File: src/rtl/dac_spi_tx.sv
// Serial transmitter for a 12-bit SPI DAC: 16-bit frame {2'b00, mode, data}, MSB first,
// with SYNC framing, an idle-high serial clock and a minimum SYNC-high gap between frames.
module dac_spi_tx #(
    parameter int CLK_DIV = 4,
    parameter int GAP_CYC = 4
) (
    input  logic        Clock_Nexys,
    input  logic        Reset,
    input  logic        start,
    input  logic [11:0] Dato,
    input  logic [1:0]  modo,
    output logic        SYNC,
    output logic        Clock_DAC,
    output logic        DIN,
    output logic        busy,
    output logic        done
);

    localparam int DW = (CLK_DIV > 1) ? $clog2(CLK_DIV) : 1;
    localparam int GW = (GAP_CYC > 1) ? $clog2(GAP_CYC) : 1;
    localparam logic [DW-1:0] DIV_LAST = DW'(CLK_DIV - 1);
    localparam logic [GW-1:0] GAP_LAST = GW'(GAP_CYC - 1);

    localparam logic [1:0] ST_IDLE  = 2'd0;
    localparam logic [1:0] ST_SHIFT = 2'd1;
    localparam logic [1:0] ST_GAP   = 2'd2;

    logic [1:0]    state_reg;
    logic [15:0]   shreg_reg;
    logic [DW-1:0] div_cnt_reg;
    logic [3:0]    bit_cnt_reg;
    logic [GW-1:0] gap_cnt_reg;
    logic          sync_reg;
    logic          sclk_reg;
    logic          din_reg;
    logic          busy_reg;
    logic          done_reg;
    logic [15:0]   frame_word;

    assign frame_word = {2'b00, modo, Dato};

    always_ff @(posedge Clock_Nexys) begin
        if (Reset) begin
            state_reg   <= ST_IDLE;
            shreg_reg   <= '0;
            div_cnt_reg <= '0;
            bit_cnt_reg <= '0;
            gap_cnt_reg <= '0;
            sync_reg    <= 1'b1;
            sclk_reg    <= 1'b1;
            din_reg     <= 1'b0;
            busy_reg    <= 1'b0;
            done_reg    <= 1'b0;
        end else begin
            done_reg <= 1'b0;
            case (state_reg)
                ST_IDLE: begin
                    if (start) begin
                        shreg_reg   <= frame_word;
                        din_reg     <= frame_word[15];
                        sync_reg    <= 1'b0;
                        sclk_reg    <= 1'b1;
                        busy_reg    <= 1'b1;
                        div_cnt_reg <= '0;
                        bit_cnt_reg <= '0;
                        state_reg   <= ST_SHIFT;
                    end
                end
                ST_SHIFT: begin
                    if (div_cnt_reg == DIV_LAST) begin
                        div_cnt_reg <= '0;
                        sclk_reg    <= ~sclk_reg;
                        // Clock is low here, so this wrap is a rising edge: advance DIN.
                        if (!sclk_reg) begin
                            if (bit_cnt_reg == 4'd15) begin
                                sync_reg    <= 1'b1;
                                sclk_reg    <= 1'b1;
                                din_reg     <= 1'b0;
                                done_reg    <= 1'b1;
                                gap_cnt_reg <= '0;
                                state_reg   <= ST_GAP;
                            end else begin
                                shreg_reg   <= {shreg_reg[14:0], 1'b0};
                                din_reg     <= shreg_reg[14];
                                bit_cnt_reg <= bit_cnt_reg + 4'd1;
                            end
                        end
                    end else begin
                        div_cnt_reg <= div_cnt_reg + DW'(1);
                    end
                end
                ST_GAP: begin
                    if (gap_cnt_reg == GAP_LAST) begin
                        busy_reg  <= 1'b0;
                        state_reg <= ST_IDLE;
                    end else begin
                        gap_cnt_reg <= gap_cnt_reg + GW'(1);
                    end
                end
                default: begin
                    state_reg <= ST_IDLE;
                    sync_reg  <= 1'b1;
                    sclk_reg  <= 1'b1;
                    din_reg   <= 1'b0;
                    busy_reg  <= 1'b0;
                end
            endcase
        end
    end

    assign SYNC      = sync_reg;
    assign Clock_DAC = sclk_reg;
    assign DIN       = din_reg;
    assign busy      = busy_reg;
    assign done      = done_reg;

endmodule

File: config.mk
export PLATFORM = sky130hd
export DESIGN_NAME = dac_spi_tx
export DESIGN_NICKNAME = d
export VERILOG_FILES = /design/src/rtl/dac_spi_tx.sv
export SDC_FILE = /design/constraint.sdc
export NUM_CORES = 1
export LEC_CHECK = 0
export CELL_PAD_IN_SITES_DETAIL_PLACEMENT = 1
export CELL_PAD_IN_SITES_GLOBAL_PLACEMENT = 1
export CORE_MARGIN = 5
export CORE_UTILIZATION = 23
export CTS_CLUSTER_SIZE = 30
export DETAILED_ROUTE_END_ITERATION = 10
export PLACE_DENSITY = 0.51
export SYNTH_ARGS = -nofsm -noshare
export SYNTH_HDL_FRONTEND = slang
export SYNTH_SLANG_ARGS = --single-unit
export TNS_END_PERCENT = 20
File: constraint.sdc
create_clock -name Clock_Nexys -period 1.75 [get_ports Clock_Nexys]
set_input_delay 0.175 -clock Clock_Nexys [delete_from_list [all_inputs] [get_ports Clock_Nexys]]
set_output_delay 0.175 -clock Clock_Nexys [all_outputs]
set_load 0.02 [all_outputs]
==> results of run 1 <==
==> synth_stat cells <==
cell type	count	area [µm²]
sky130_fd_sc_hd__o32ai_4	1	27.5
sky130_fd_sc_hd__and3_1	1	6.26
sky130_fd_sc_hd__a31oi_1	1	6.26
sky130_fd_sc_hd__nand3_1	7	35.0
sky130_fd_sc_hd__nor2b_1	5	31.3
sky130_fd_sc_hd__o32a_1	1	10.0
sky130_fd_sc_hd__buf_2	5	25.0
sky130_fd_sc_hd__nor4_1	2	12.5
sky130_fd_sc_hd__a21oi_1	12	60.1
sky130_fd_sc_hd__ha_1	3	37.5
sky130_fd_sc_hd__buf_1	1	3.75
sky130_fd_sc_hd__buf_6	2	22.5
sky130_fd_sc_hd__nor4b_1	2	17.5
sky130_fd_sc_hd__a21o_1	1	7.51
sky130_fd_sc_hd__nand2_1	34	128
sky130_fd_sc_hd__nor3_1	2	10.0
sky130_fd_sc_hd__clkbuf_1	4	15.0
sky130_fd_sc_hd__dfxtp_1	30	601
sky130_fd_sc_hd__nand2b_1	5	31.3
sky130_fd_sc_hd__or3_1	2	12.5
sky130_fd_sc_hd__a311oi_2	5	75.1
sky130_fd_sc_hd__a22oi_1	1	7.51
sky130_fd_sc_hd__o22ai_1	2	12.5
sky130_fd_sc_hd__o21bai_1	2	15.0
sky130_fd_sc_hd__o32ai_1	1	8.76
sky130_fd_sc_hd__xor2_1	1	8.76
sky130_fd_sc_hd__nor3b_1	1	7.51
sky130_fd_sc_hd__a311oi_1	8	70.1
sky130_fd_sc_hd__nor2_1	19	71.3
sky130_fd_sc_hd__inv_1	1	3.75
sky130_fd_sc_hd__o21ai_0	3	15.0
==> routing by layer <==
metal | part of all wire (%) | global-route usage, % | vias up | wire length, µm
met5 | 0 | 0 | - | 0
met4 | 1.8 | 4.60 | 0 | 68
met3 | 3.9 | 4.14 | 6 | 148
met2 | 49 | 17.5 | 17 | 1850
met1 | 46 | 12.8 | 619 | 1730
li1 | - | - | 637 | -
==> through the flow <==
stage | area (µm²) | std cells | total power, mW
2_1_floorplan | 1400 | 165 | 0.885
3_3_place_gp | 1720 | 259 | 0.971
3_5_place_dp | 1720 | 259 | 0.979
4_1_cts | 1810 | 267 | 1.58
5_1_grt | 1870 | 269 | 1.65
6_report | 1870 | 269 | 1.56
==> repair_timing <==
| action | CTS | global route |
|---|---|---|
| resized for setup | 0 | 8 |
| buffers inserted | 0 | 1 |
| setup endpoints to repair | 0 | 13 |
==> cell families (layout without fill, tap and decap cells) <==
logic type	Yosys count	count (layout)	synth area share [%]
buffers and inverters	13	42	5.02
adders and majority gates	3	3	2.69
AOI/OAI and AO/OA	38	38	22.6
and+or+nand+nor	80	80	26.0
DFF	30	30	43.0
xor gates and xnor gates	1	1	0.628
==> tightest hold or removal path, stage by stage (launching register included) <==
cell                      delay [ps]
sky130_fd_sc_hd__dfxtp_1         310
sky130_fd_sc_hd__nand2_1          60
sky130_fd_sc_hd__a21oi_1          50
==> path summary, 6_finish.rpt <==
kind	start	endpoint	slack (ps)	depth (start not counted)
max reg2reg	bit_cnt_reg[0]$_SDFFE_PP0P_	bit_cnt_reg[1]$_SDFFE_PP0P_	70	7
min reg2reg	DIN$_SDFFE_PP0P_	DIN$_SDFFE_PP0P_	460	2
max	bit_cnt_reg[0]$_SDFFE_PP0P_	bit_cnt_reg[1]$_SDFFE_PP0P_	70	7
min	DIN$_SDFFE_PP0P_	DIN$_SDFFE_PP0P_	460	2
==> cell usage in the layout, fill, tap and decap left out, types with 3 or more instances in the layout <==
| cell type | synthesis | routed |
|---|---|---|
| sky130_fd_sc_hd__a311oi_2 | 5 | 6 |
| sky130_fd_sc_hd__nand2b_1 | 5 | 3 |
| sky130_fd_sc_hd__buf_4 | 0 | 9 |
| sky130_fd_sc_hd__dfxtp_1 | 30 | 28 |
| sky130_fd_sc_hd__clkbuf_8 | 0 | 6 |
| sky130_fd_sc_hd__ha_1 | 3 | 3 |
| sky130_fd_sc_hd__clkdlybuf4s50_1 | 0 | 21 |
| sky130_fd_sc_hd__a311oi_1 | 8 | 7 |
| sky130_fd_sc_hd__nor2b_1 | 5 | 5 |
| sky130_fd_sc_hd__o21ai_0 | 3 | 3 |
| sky130_fd_sc_hd__nor2_1 | 19 | 19 |
| sky130_fd_sc_hd__nand3_1 | 7 | 7 |
| sky130_fd_sc_hd__a21oi_1 | 12 | 12 |
| sky130_fd_sc_hd__nand2_1 | 34 | 34 |
==> power by group through the flow <==
stage	logic, mW	clock network (mW)	registers, mW
6_report	0.235	0.584	0.743
2_1_floorplan	0.130	0	0.755
4_1_cts	0.223	0.612	0.742
5_1_grt	0.262	0.644	0.747
3_5_place_dp	0.222	0	0.756
3_3_place_gp	0.215	0	0.755
==> layout make-up <==
class | instances | area share (%)
Clock buffer | 7 | 4.62
Clock inverter | 1 | 0.268
Inverter | 1 | 0.201
Multi-Input combinational cell | 122 | 39.7
Sequential cell | 30 | 32.3
Tap cell | 75 | 5.03
Timing Repair Buffer | 33 | 17.9
==> impl_metrics.yaml, run 1 <==
layout:
  fin_util_pct: 31.5
  fin_nets: 213
  multi_input_area_um2: 741
  insertedDiodeCount: 0
  fraction_of_final_layout_cells_sized_beyond_drive_strength_1_pct: 16.0
  largest_register_ff_count: 15
  seq_area_um2: 603
  flow.area_growth_from_synthesis_pct: 33.8
  fillCellCount: 694
global_routing:
  pin_count_of_the_biggest_net_entering_global_routing: 29
  antenna_found_initial: 0
  wire_length_of_the_first_global_routing_pass_mm: 6.40
  grt_use_total_pct: 10.8
  grt-ovfl-total: 0
  first_global_vias: 1351
clocking:
  cts.clk_slew.worst_paths_ps: 60
  cts_sinks: 30
  cts_buffers: 5
  htree_levels: 2
  postCtsHoldBufs: 0
  insertion_delay_to_the_later_sink_of_the_worst_skew_pair_ps: 280
  cts_root_buf: "sky130_fd_sc_hd__clkbuf_8"
  cts_buffer_depth: 2
  cts_tree: "built"
critical_path:
  cp_data_required_time_ps: 1960
  path_cells: "ha_1 -> and3_4 -> o32ai_4 -> buf_6 -> clkbuf_16 -> nand3_1 -> a21oi_1"
  cp_data_arrival_time_ps: 1890
  critical_path_buf_inv_count: 2
  critPathTopFamily: "compound AO/OA/AOI/OAI gates"
  worst_path_max_delay_cell: "sky130_fd_sc_hd__dfxtp_2"
  path_class: "flop to flop"
  crit_path_max_incr_delay_ps: 330
  cp_max_fo: 14
  cp-start-kind: "flop"
  setup.worst_path.end_class: "flop"
synthesis:
  synth.avg_cell_area_um2: 8.46
  post_synth_inst_count: 165
  synthesis.nets: 185
  ys_seq_area_share_pct: 43.0
  postSynthRegisterBits: 30
  post_synth_instance_area_mm2: 0.00140
  synth_cell_type_count: 31
  yosys_warnings: 0
timing:
  max_freq_mhz: 596
  unrepaired_setup_endpoints_after_global_routing: "no"
  whs_ps: 461
  max_transition_margin_pct: 75.4
  finClkSkew_ps: 6.98
  setup_tns_ps: 0
  post_route_fraction_of_the_period_consumed_by_the_critical_path_pct: 95.8
  finalSetupViolCount: 0
  timing_max_transition_violations_final: 0
  post-route-worst-setup-slack_ps: 72.6
  report.final.hold_viol_count: 0
  final_period_minus_worst_setup_slack_ps: 1680
  worst_slew_pin_slew_ps: 364
floorplan:
  fp.coreArea_mm2: 0.00592
  floorplan.die.height_um: 87.9
  std_cell_rows: 28
  floorplan.die_area_mm2: 0.00772
  io_pins: 22
  fp.dieW_um: 87.9
  initial_utilization_pct: 23.6
placed_design:
  gp_weighted_congestion: 0.706
  port_buffers: 21
  placement_stage_worst_setup_slack_ps: 54.3
  place_hpwl_mm: 2.61
power:
  clock_power_share_pct: 37.4
  netSwitchingFraction_pct: 26.1
  comb_power_share_pct: 15.1
  power.internal_mw: 1.15
  power_density_mw_per_mm2: 837
  power.ir.vdd_worst_v: 0.000276
  power.leakage_nw: 0.664
  netSwitchingPower_uw: 408
  seqPwrFrac_pct: 47.6
drt:
  drtIter0Drc: 54
  antenna_violating_nets_post_route: 0
  num_vias: 1279
  average_detailed_routed_wire_length_per_instance_um: 14.1
  drtPass1Iterations: 4
  detail_route.vias_per_cell: 4.75
  drt_wl_total_mm: 3.80
  drcViolationCount: 0
worst_hold_path:
  holdCritPathClass: "flop to flop"
status:
  outcome: "completed"
job:
  timing.max_cap.violations: 0
(Power assumes the default switching activity.)
==> run 2: changes to the inputs <==
--- a/config.mk
+++ b/config.mk
@@ -6,12 +6,12 @@
 export NUM_CORES = 1
 export LEC_CHECK = 0
 export CELL_PAD_IN_SITES_DETAIL_PLACEMENT = 1
-export CELL_PAD_IN_SITES_GLOBAL_PLACEMENT = 1
+export CELL_PAD_IN_SITES_GLOBAL_PLACEMENT = 2
 export CORE_MARGIN = 5
 export CORE_UTILIZATION = 23
 export CTS_CLUSTER_SIZE = 30
 export DETAILED_ROUTE_END_ITERATION = 10
-export PLACE_DENSITY = 0.51
+export PLACE_DENSITY = 0.62
 export SYNTH_ARGS = -nofsm -noshare
 export SYNTH_HDL_FRONTEND = slang
 export SYNTH_SLANG_ARGS = --single-unit
==> run 2 against run 1 <==
  * Sequential power barely moved
  * Sequential share of layout area rose by 0.13 points
  * Cell count stayed put
  * Clock power is 18% higher
  * Non-clock buffer count is the same
  * Clock skew is 1.7 ps lower
  * Cell area fell by 0.80%
  * Combinational power fell by 5%
  * Via count down 2.4%
  * Total power is 5.8% higher
  * Register-to-register slack better by 50 ps
  * Critical endpoint is now bit_cnt_reg[0]$_SDFFE_PP0P_
  * Largest cell class unchanged
  * Largest power group unchanged
==> impl_metrics.yaml, run 2 (synthesized netlist as in run 1, its figures left out) <==
timing:
  max_transition_margin_pct: 67.2
  report.final.hold_viol_count: 0
  post-route-worst-setup-slack_ps: 125
  worst_slew_pin_slew_ps: 491
  setup_tns_ps: 0
  timing_max_transition_violations_final: 0
  final_period_minus_worst_setup_slack_ps: 1630
  post_route_fraction_of_the_period_consumed_by_the_critical_path_pct: 92.9
  max_freq_mhz: 615
  unrepaired_setup_endpoints_after_global_routing: "no"
  finalSetupViolCount: 0
  finClkSkew_ps: 5.31
global_routing:
  pin_count_of_the_biggest_net_entering_global_routing: 29
  grt_use_total_pct: 10.4
  wire_length_of_the_first_global_routing_pass_mm: 6.28
  antenna_found_initial: 0
  first_global_vias: 1344
  grt-ovfl-total: 0
clocking:
  post-cts-setup-buffers: 0
  htree_levels: 2
  cts_root_buf: "sky130_fd_sc_hd__clkbuf_8"
  cts_buffers: 5
  cts_tree: "built"
  cts_buffer_depth: 2
  cts_sinks: 30
  cts.clk_slew.worst_paths_ps: 70
  insertion_delay_to_the_later_sink_of_the_worst_skew_pair_ps: 280
drt:
  drcViolationCount: 0
  num_vias: 1248
  detail_route.vias_per_cell: 4.64
  drt_wl_total_mm: 3.60
  drtIter0Drc: 64
  average_detailed_routed_wire_length_per_instance_um: 13.4
  drtPass1Iterations: 4
  antenna_violating_nets_post_route: 0
placed_design:
  gp_weighted_congestion: 0.718
  placement_stage_worst_setup_slack_ps: 59.2
  port_buffers: 21
  place_hpwl_mm: 2.71
floorplan:
  std_cell_rows: 28
  io_pins: 22
  floorplan.die.height_um: 87.9
  fp.dieW_um: 87.9
  fp.coreArea_mm2: 0.00592
  initial_utilization_pct: 23.6
  floorplan.die_area_mm2: 0.00772
power:
  power.ir.vdd_worst_v: 0.000297
  power_density_mw_per_mm2: 892
  power.leakage_nw: 0.655
worst_hold_path:
  holdCritPathClass: "input pin to flop"
  holdCritStartpoint: "modo[0]"
critical_path:
  cp-start-kind: "flop"
  cp_data_arrival_time_ps: 1840
  rr_startpoint: "bit_cnt_reg[0]$_SDFFE_PP0P_"
  path_class: "flop to flop"
  cp_max_fo: 5
  setup.worst_path.end_class: "flop"
  worstSetupStartpoint: "bit_cnt_reg[0]$_SDFFE_PP0P_"
  cp_data_required_time_ps: 1960
layout:
  commonest_non_fill_non_tap_cell_in_the_layout: "sky130_fd_sc_hd__nand2_1"
  fraction_of_final_layout_cells_sized_beyond_drive_strength_1_pct: 13.9
  insertedDiodeCount: 0
  fin_nets: 213
  highest_count_cells_in_the_layout_ignoring_fill_and_taps: "sky130_fd_sc_hd__nand2_1, sky130_fd_sc_hd__dfxtp_1, sky130_fd_sc_hd__clkdlybuf4s50_1"
  largest_register_ff_count: 15
  flow.area_growth_from_synthesis_pct: 32.7
job:
  timing.max_cap.violations: 0
status:
  outcome: "completed"
[run 2: changes by cell type in the layout (fill, tap and decap cells not counted), sizes merged]
| cell | previous run | this run |
|---|---|---|
| buf | 11 | 12 |
| bufinv | 0 | 1 |
| clkbuf | 8 | 7 |
| clkinv | 1 | 0 |
[run 2: timing repair]
item,in CTS,in global routing
hold buffers,0,0
gates resized for setup,0,4
hold endpoints to repair,0,0
setup endpoints to repair,0,15
[run 2: critical path, stage by stage (launching register included)]
cell	delay, ps
sky130_fd_sc_hd__dfxtp_1	330
sky130_fd_sc_hd__ha_1	220
sky130_fd_sc_hd__and3_4	210
sky130_fd_sc_hd__o32a_1	360
sky130_fd_sc_hd__or3_1	310
sky130_fd_sc_hd__a21oi_1	130
[run 2: per-layer routing]
metal | track usage [%] | share of wire (%) | up-vias | wire length (µm)
met3 | 3.48 | 4.3 | 6 | 156
met4 | 3.77 | 1.5 | 0 | 53
met1 | 12.3 | 45 | 579 | 1620
li1 | - | - | 639 | -
met5 | 0 | 0 | - | 0
met2 | 17.5 | 49 | 24 | 1760
[run 2: final cells by class]
class / count / area [µm²]
fillers: 687 / 4070
multi-input cells: 122 / 734
flip-flops and latches: 30 / 601
repair buffers: 33 / 313
well taps: 75 / 93.8
clock buffers: 7 / 76.3
clock inverters: 1 / 30.0
inverters: 1 / 3.75
[run 2: report_power, final]
part           switching [mW]  total, mW  leakage [nW]  internal [mW]
Sequential             0.0217      0.741         0.246          0.719
Clock                   0.263      0.688        0.0524          0.426
Combinational           0.113      0.223         0.357          0.110
[run 2: worst paths after layout]
kind / endpoint / slack, ps / depth (start not counted)
setup / recovery: bit_cnt_reg[0]$_SDFFE_PP0P_ / 120 / 5
hold / removal: shreg_reg[12]$_SDFFE_PP0P_ / 470 / 3
setup reg to reg: bit_cnt_reg[0]$_SDFFE_PP0P_ / 120 / 5
hold reg to reg: DIN$_SDFFE_PP0P_ / 470 / 2
[run 2: through the flow]
step | util (%) | hold slack (ps) | total power [mW] | cell area, µm² | instances
final | 31.3 | 469 | 1.65 | 1850 | 269
after global routing | 31.3 | 482 | 1.73 | 1850 | 269
after CTS | 31.1 | 464 | 1.68 | 1840 | 269
after detailed placement | 29.3 | 471 | 0.983 | 1740 | 261
after global placement | 29.3 | 439 | 0.975 | 1740 | 261
after floorplan | - | 337 | 0.885 | 1400 | 165
